File: config.mk
export PLATFORM = sky130hd
export DESIGN_NAME = crc_32_frame_ctrl
export DESIGN_NICKNAME = d
export VERILOG_FILES = /design/src/rtl/crc_32_frame_ctrl.sv
export SDC_FILE = /design/constraint.sdc
export NUM_CORES = 1
export LEC_CHECK = 0
export CAP_MARGIN = 5
export CORE_AREA = 10 10 194 196
export CTS_BUF_LIST = sky130_fd_sc_hd__clkbuf_4 sky130_fd_sc_hd__clkbuf_8
export DETAILED_ROUTE_END_ITERATION = 8
export DIE_AREA = 0 0 204 206
export GPL_TIMING_DRIVEN = 0
export MAX_ROUTING_LAYER = met4
export PLACE_DENSITY = 0.6
export SYNTH_ARGS = -nofsm -noshare
export SYNTH_HDL_FRONTEND = slang
export SYNTH_SLANG_ARGS = --single-unit
File: constraint.sdc
create_clock -name CLK -period 3.6 [get_ports CLK]
set_input_delay 0.9 -clock CLK [delete_from_list [all_inputs] [get_ports CLK]]
set_output_delay 0.9 -clock CLK [all_outputs]
set_load 0.02 [all_outputs]
File: src/rtl/crc_32_frame_ctrl.sv
// Frame controller for a parallel CRC-32 datapath.
// Sequences 48-bit lane beats into an external combinational CRC block,
// tracks the running CRC and word count per frame, and holds the final
// result until the consumer takes it.
module crc_32_frame_ctrl #(
  parameter int unsigned PARALLEL_DEPTH = 4,
  parameter logic [31:0] CRC_INIT       = 32'hFFFFFFFF,
  parameter logic [31:0] CRC_XOR_OUT    = 32'hFFFFFFFF
) (
  input  logic                         CLK,
  input  logic                         RST_N,
  input  logic                         IN_VALID,
  output logic                         IN_READY,
  input  logic [PARALLEL_DEPTH*48-1:0] IN_DATA,
  input  logic [PARALLEL_DEPTH-1:0]    IN_KEEP,
  input  logic                         IN_SOF,
  input  logic                         IN_EOF,
  output logic [31:0]                  DP_CRC_IN,
  output logic [PARALLEL_DEPTH-1:0]    DP_VALID,
  output logic [PARALLEL_DEPTH*48-1:0] DP_DATA,
  input  logic [31:0]                  DP_CRC_OUT,
  output logic                         CRC_VALID,
  input  logic                         CRC_READY,
  output logic [31:0]                  CRC_RESULT,
  output logic [15:0]                  LEN_WORDS,
  output logic                         ERR
);

  typedef enum logic [1:0] {IDLE, ACCUM, HOLD} state_t;

  state_t      state, state_next;
  logic [31:0] crc_q;
  logic [15:0] len_q;

  logic        accept;
  logic        beat_ok;
  logic        keep_bad;
  logic        err_next;
  logic [31:0] beat_crc;
  logic [15:0] keep_cnt;
  logic [15:0] len_base;
  logic [16:0] len_sum;
  logic [15:0] len_new;

  // Handshake, datapath drive, error detection and next-state selection
  always_comb begin
    state_next = state;
    IN_READY   = (state != HOLD);
    accept     = IN_VALID & IN_READY;
    // Headless beats in IDLE are accepted but not part of any frame
    beat_ok    = accept & (IN_SOF | (state == ACCUM));
    DP_DATA    = IN_DATA;
    DP_VALID   = accept ? IN_KEEP : '0;
    DP_CRC_IN  = (accept & IN_SOF) ? CRC_INIT : crc_q;
    keep_bad   = |(IN_KEEP & (IN_KEEP + PARALLEL_DEPTH'(1)));
    err_next   = accept & (((state == IDLE) & ~IN_SOF) |
                           ((state == ACCUM) & IN_SOF) |
                           keep_bad);
    case (state)
      IDLE:    if (beat_ok) state_next = IN_EOF ? HOLD : ACCUM;
      ACCUM:   if (beat_ok && IN_EOF) state_next = HOLD;
      HOLD:    if (CRC_VALID && CRC_READY) state_next = IDLE;
      default: state_next = IDLE;
    endcase
  end

  // Per-beat CRC selection and saturating word count
  always_comb begin
    keep_cnt = '0;
    for (int unsigned i = 0; i < PARALLEL_DEPTH; i++) begin
      keep_cnt = keep_cnt + 16'(IN_KEEP[i]);
    end
    // An empty beat passes the incoming CRC through untouched
    beat_crc = (IN_KEEP == '0) ? DP_CRC_IN : DP_CRC_OUT;
    len_base = IN_SOF ? '0 : len_q;
    len_sum  = {1'b0, len_base} + {1'b0, keep_cnt};
    len_new  = len_sum[16] ? '1 : len_sum[15:0];
  end

  // State register
  always_ff @(posedge CLK) begin
    if (!RST_N) state <= IDLE;
    else        state <= state_next;
  end

  // Running CRC/length, result hold register and error pulse
  always_ff @(posedge CLK) begin
    if (!RST_N) begin
      crc_q      <= CRC_INIT;
      len_q      <= '0;
      CRC_VALID  <= 1'b0;
      CRC_RESULT <= '0;
      LEN_WORDS  <= '0;
      ERR        <= 1'b0;
    end else begin
      ERR <= err_next;
      if (beat_ok && !IN_EOF) begin
        crc_q <= beat_crc;
        len_q <= len_new;
      end
      if (beat_ok && IN_EOF) begin
        CRC_RESULT <= beat_crc ^ CRC_XOR_OUT;
        LEN_WORDS  <= len_new;
        CRC_VALID  <= 1'b1;
      end
      if ((state == HOLD) && CRC_VALID && CRC_READY) begin
        CRC_VALID <= 1'b0;
      end
    end
  end

endmodule

==> key figures <==
Status
  – Status: completed

STA
  – Final Hold Fails: 0
  – Clock Skews: 10.5 ps
  – Slew HR: 23.7%
  – Max Clk Rate: 286 MHz
  – Period minus WS final: 3490 ps
  – Final worst slack: 108 ps
  – Final setup fails: 0
  – Tcrit/Tclk final: 97.0%
  – RSZ-0062 raised after global routing: false
  – Sum Neg Setup Slack: 0 ps
  – Final count of pins violating max slew: 0
  – Actual slew at the worst max-slew pin: 1130 ps

Worst setup path
  – Crit path kind: in2out
  – Worst reg2reg endpoint: len_q[13]$_SDFFE_PN0P_
  – End of the critical path: DP_CRC_IN[11]
  – WP data arrival: 2590 ps
  – Worst path required time: 2700 ps
  – Crit. End Element: primary output
  – Startpoint types: primary input
  – Reg-to-Reg Start: len_q[0]$_SDFFE_PN0P_
  – R2R cell count: 9
  – Crit Path Max Fanout: 10
  – Worst Setup SP: IN_VALID
  – Worst reg2reg setup slack: 1230 ps

Routing
  – Routed via count: 6511
  – First-pass DRT Iterations: 4
  – Vias per Instance: 4.11
  – Mean routed wirelength per cell: 18.4 um
  – First-iteration detailed-routing DRC count: 335
  – DRT Wirelength: 29100 um
  – Antenna Nets Post-Route: 0
  – DRC Markers: 0

Synthesis
  – Number of flops mapped to enable cells by yosys: 0
  – Post-synthesis mux area share: 0.162%
  – Async SR Flop Fraction: 0%
  – Synth cell types: 63
  – Syn. warnings: 0
  – Compound-Gate Fraction of Synth Area: 21.2%
  – Register area share after synthesis: 32.3%
  – Cells after Synth: 794
  – Synthesized area per cell: 7.80 um^2
  – Synth Area in Adders: 1.78%
  – Simple-gate area share of the yosys netlist: 13.8%
  – Synthesized net count: 1035
  – Xor-xnor portion of the synthesized cell area: 1.13%
  – Synth Register Bits: 100
  – Post-synth top flop: dfxtp_1
  – Main combinational cell family by area after synthesis: buffers and inverters
  – Area of the mapped netlist: 6190 um^2

Final layout
  – Most frequent cells in the layout: 283 x clkdlybuf4s50_1, 195 x buf_4, 100 x dfxtp_1, 83 x nand2_1, 58 x o21ai_0
  – Layout cells sized above 1: 22.3%
  – Most common cell after layout, fill and taps aside: clkdlybuf4s50_1
  – Synth-to-Final Area Change: 63.7%
  – Design area: 10100 um^2
  – Nets: 1365
  – Filler cells: 3611
  – Final Non-Filler Cells: 1586

Floorplan
  – # rows: 68
  – Initial Util: 18.2%
  – DIE AREA: 42000 um^2
  – Core area: 33900 um^2
  – Die X: 204 um
  – Die height: 206 um
  – IO Pins: 513

GRT
  – First-pass GRT wire length: 40400 um
  – Global Route Usage Sum: 12.9%
  – GRT Residual Overflow: 0
  – Largest net degree at the start of global routing: 16
  – Initial antenna violation count: 2
  – Vias in the first global route: 6696

Clock tree
  – Post-CTS Hold Fix Bufs: 0
  – Number of H-tree levels: 3
  – Clock-pin transition on the worst setup and hold timing paths: 100 ps
  – Deepest clock path buffer count: 2
  – Worst-Skew Late Latency: 390 ps
  – TritonCTS buffer count: 9
  – CTS tree: yes
  – Clock sinks: 100
  – Root Buffer Master: clkbuf_8

Placed design
  – Routability cong.: 0.845
  – Post-DP Area: 9960 um^2
  – DP Worst Slack: -953 ps
  – IO buf count: 319
  – Placed cells: 1568
  – Hpwl dp: 24200 um

Worst hold path
  – Hold Crit Class: reg2reg
  – HP Start: LEN_WORDS[4]$_SDFFE_PN0P_

Job
  – # Max-Cap Violations: 0

Pwr
  – Tot Pwr: 2950 uW
  – LEAKAGE: 0.00416 uW
  – Power Density: 291 nW/um^2
  – Maximum vdd drop: 0.149 mV
[routing by layer]
metal	global-route usage (%)	vias up	share of wire, %
li1	-	3147	-
met1	13.9	2991	39
met2	22.4	337	51
met3	3.81	36	8.5
met4	3.86	0	1.7
met5	-	-	0
[cell usage after synthesis, types with 2 or more instances]
library cell / number / share of area, %
a21oi_1: 56 / 4.5
a311oi_1: 2 / 0.28
a31oi_1: 43 / 4.3
and2_1: 3 / 0.30
and2b_1: 3 / 0.36
and3_1: 3 / 0.30
buf_1: 8 / 0.48
buf_2: 10 / 0.81
buf_4: 194 / 24
clkbuf_1: 26 / 1.6
clkbuf_8: 3 / 0.67
dfxtp_1: 100 / 32
fa_1: 3 / 0.97
ha_1: 4 / 0.81
inv_1: 39 / 2.4
nand2_1: 83 / 5.0
nand2b_1: 2 / 0.20
nand3_1: 7 / 0.57
nor2_1: 49 / 3.0
nor2b_1: 7 / 0.71
nor3_1: 6 / 0.48
o211ai_1: 32 / 3.9
o21a_1: 3 / 0.36
o21ai_0: 58 / 4.7
o21ai_1: 2 / 0.16
o221a_2: 2 / 0.36
o22ai_1: 3 / 0.30
or3_1: 2 / 0.20
xnor2_1: 7 / 0.99
[flip-flops by register name (all words and copies together) (netlist names)]
register    flops
crc_q          32
state           2
CRC_VALID       1
ERR             1
len_q          16
LEN_WORDS      16
CRC_RESULT     32
[how the worst min path moves through the flow]
stage / to / cells after the start
after global placement: crc_q[31]$_SDFFE_PN1P_ / 2
after CTS: crc_q[31]$_SDFFE_PN1P_ / 2
final: LEN_WORDS[4]$_SDFFE_PN0P_ / 2
after floorplan: crc_q[31]$_SDFFE_PN1P_ / 2
after detailed placement: crc_q[31]$_SDFFE_PN1P_ / 2
after global routing: LEN_WORDS[12]$_SDFFE_PN0P_ / 2
[cell type report]
| class | instances | area, um^2 | area share, % |
|---|---|---|---|
| timing repair buffer | 320 | 3160 | 31.2 |
| tap | 455 | 569 | 5.62 |
| clock inverter | 5 | 30.0 | 0.296 |
| buffer | 241 | 1690 | 16.7 |
| sequential | 100 | 2000 | 19.7 |
| antenna | 3 | 7.51 | 0.0741 |
| inverter | 40 | 154 | 1.52 |
| clock buffer | 10 | 131 | 1.30 |
| multi-input combinational | 412 | 2390 | 23.5 |
[what timing repair did]
item / 4_1_cts / 5_1_grt
setup endpoints to repair: 61 / 20
buffers inserted: 0 / 1
pin swaps: 0 / 2
gates resized for setup: 47 / 6
[stage by stage]
stage	utilization [%]	hold WS [ps]
after floorplan	-	434
after global placement	29.3	448
after detailed placement	29.3	457
after CTS	29.8	484
after global routing	29.9	501
final	29.9	485
[power breakdown]
part | switching [uW] | internal [uW]
combinational | 546 | 522
clock | 424 | 253
sequential | 32.4 | 1170
[logic make-up (layout without fill, tap and decap cells)]
group,after synthesis,after routing
and+or+nand+nor,181,181
adders and majority gates,7,7
muxes,1,1
AOI/OAI and AO/OA,215,215
xor gates and xnor gates,8,8
DFF,100,100
other,0,3
buffers and inverters,282,616
[critical path, cell delays in order]
cell and delay [ps]:
clkdlybuf4s50_1 580, nand3_1 150, clkbuf_4 260, buf_2 230, nand2_1 120, dlygate4sd2_1 350
(Power assumes the default switching activity.)
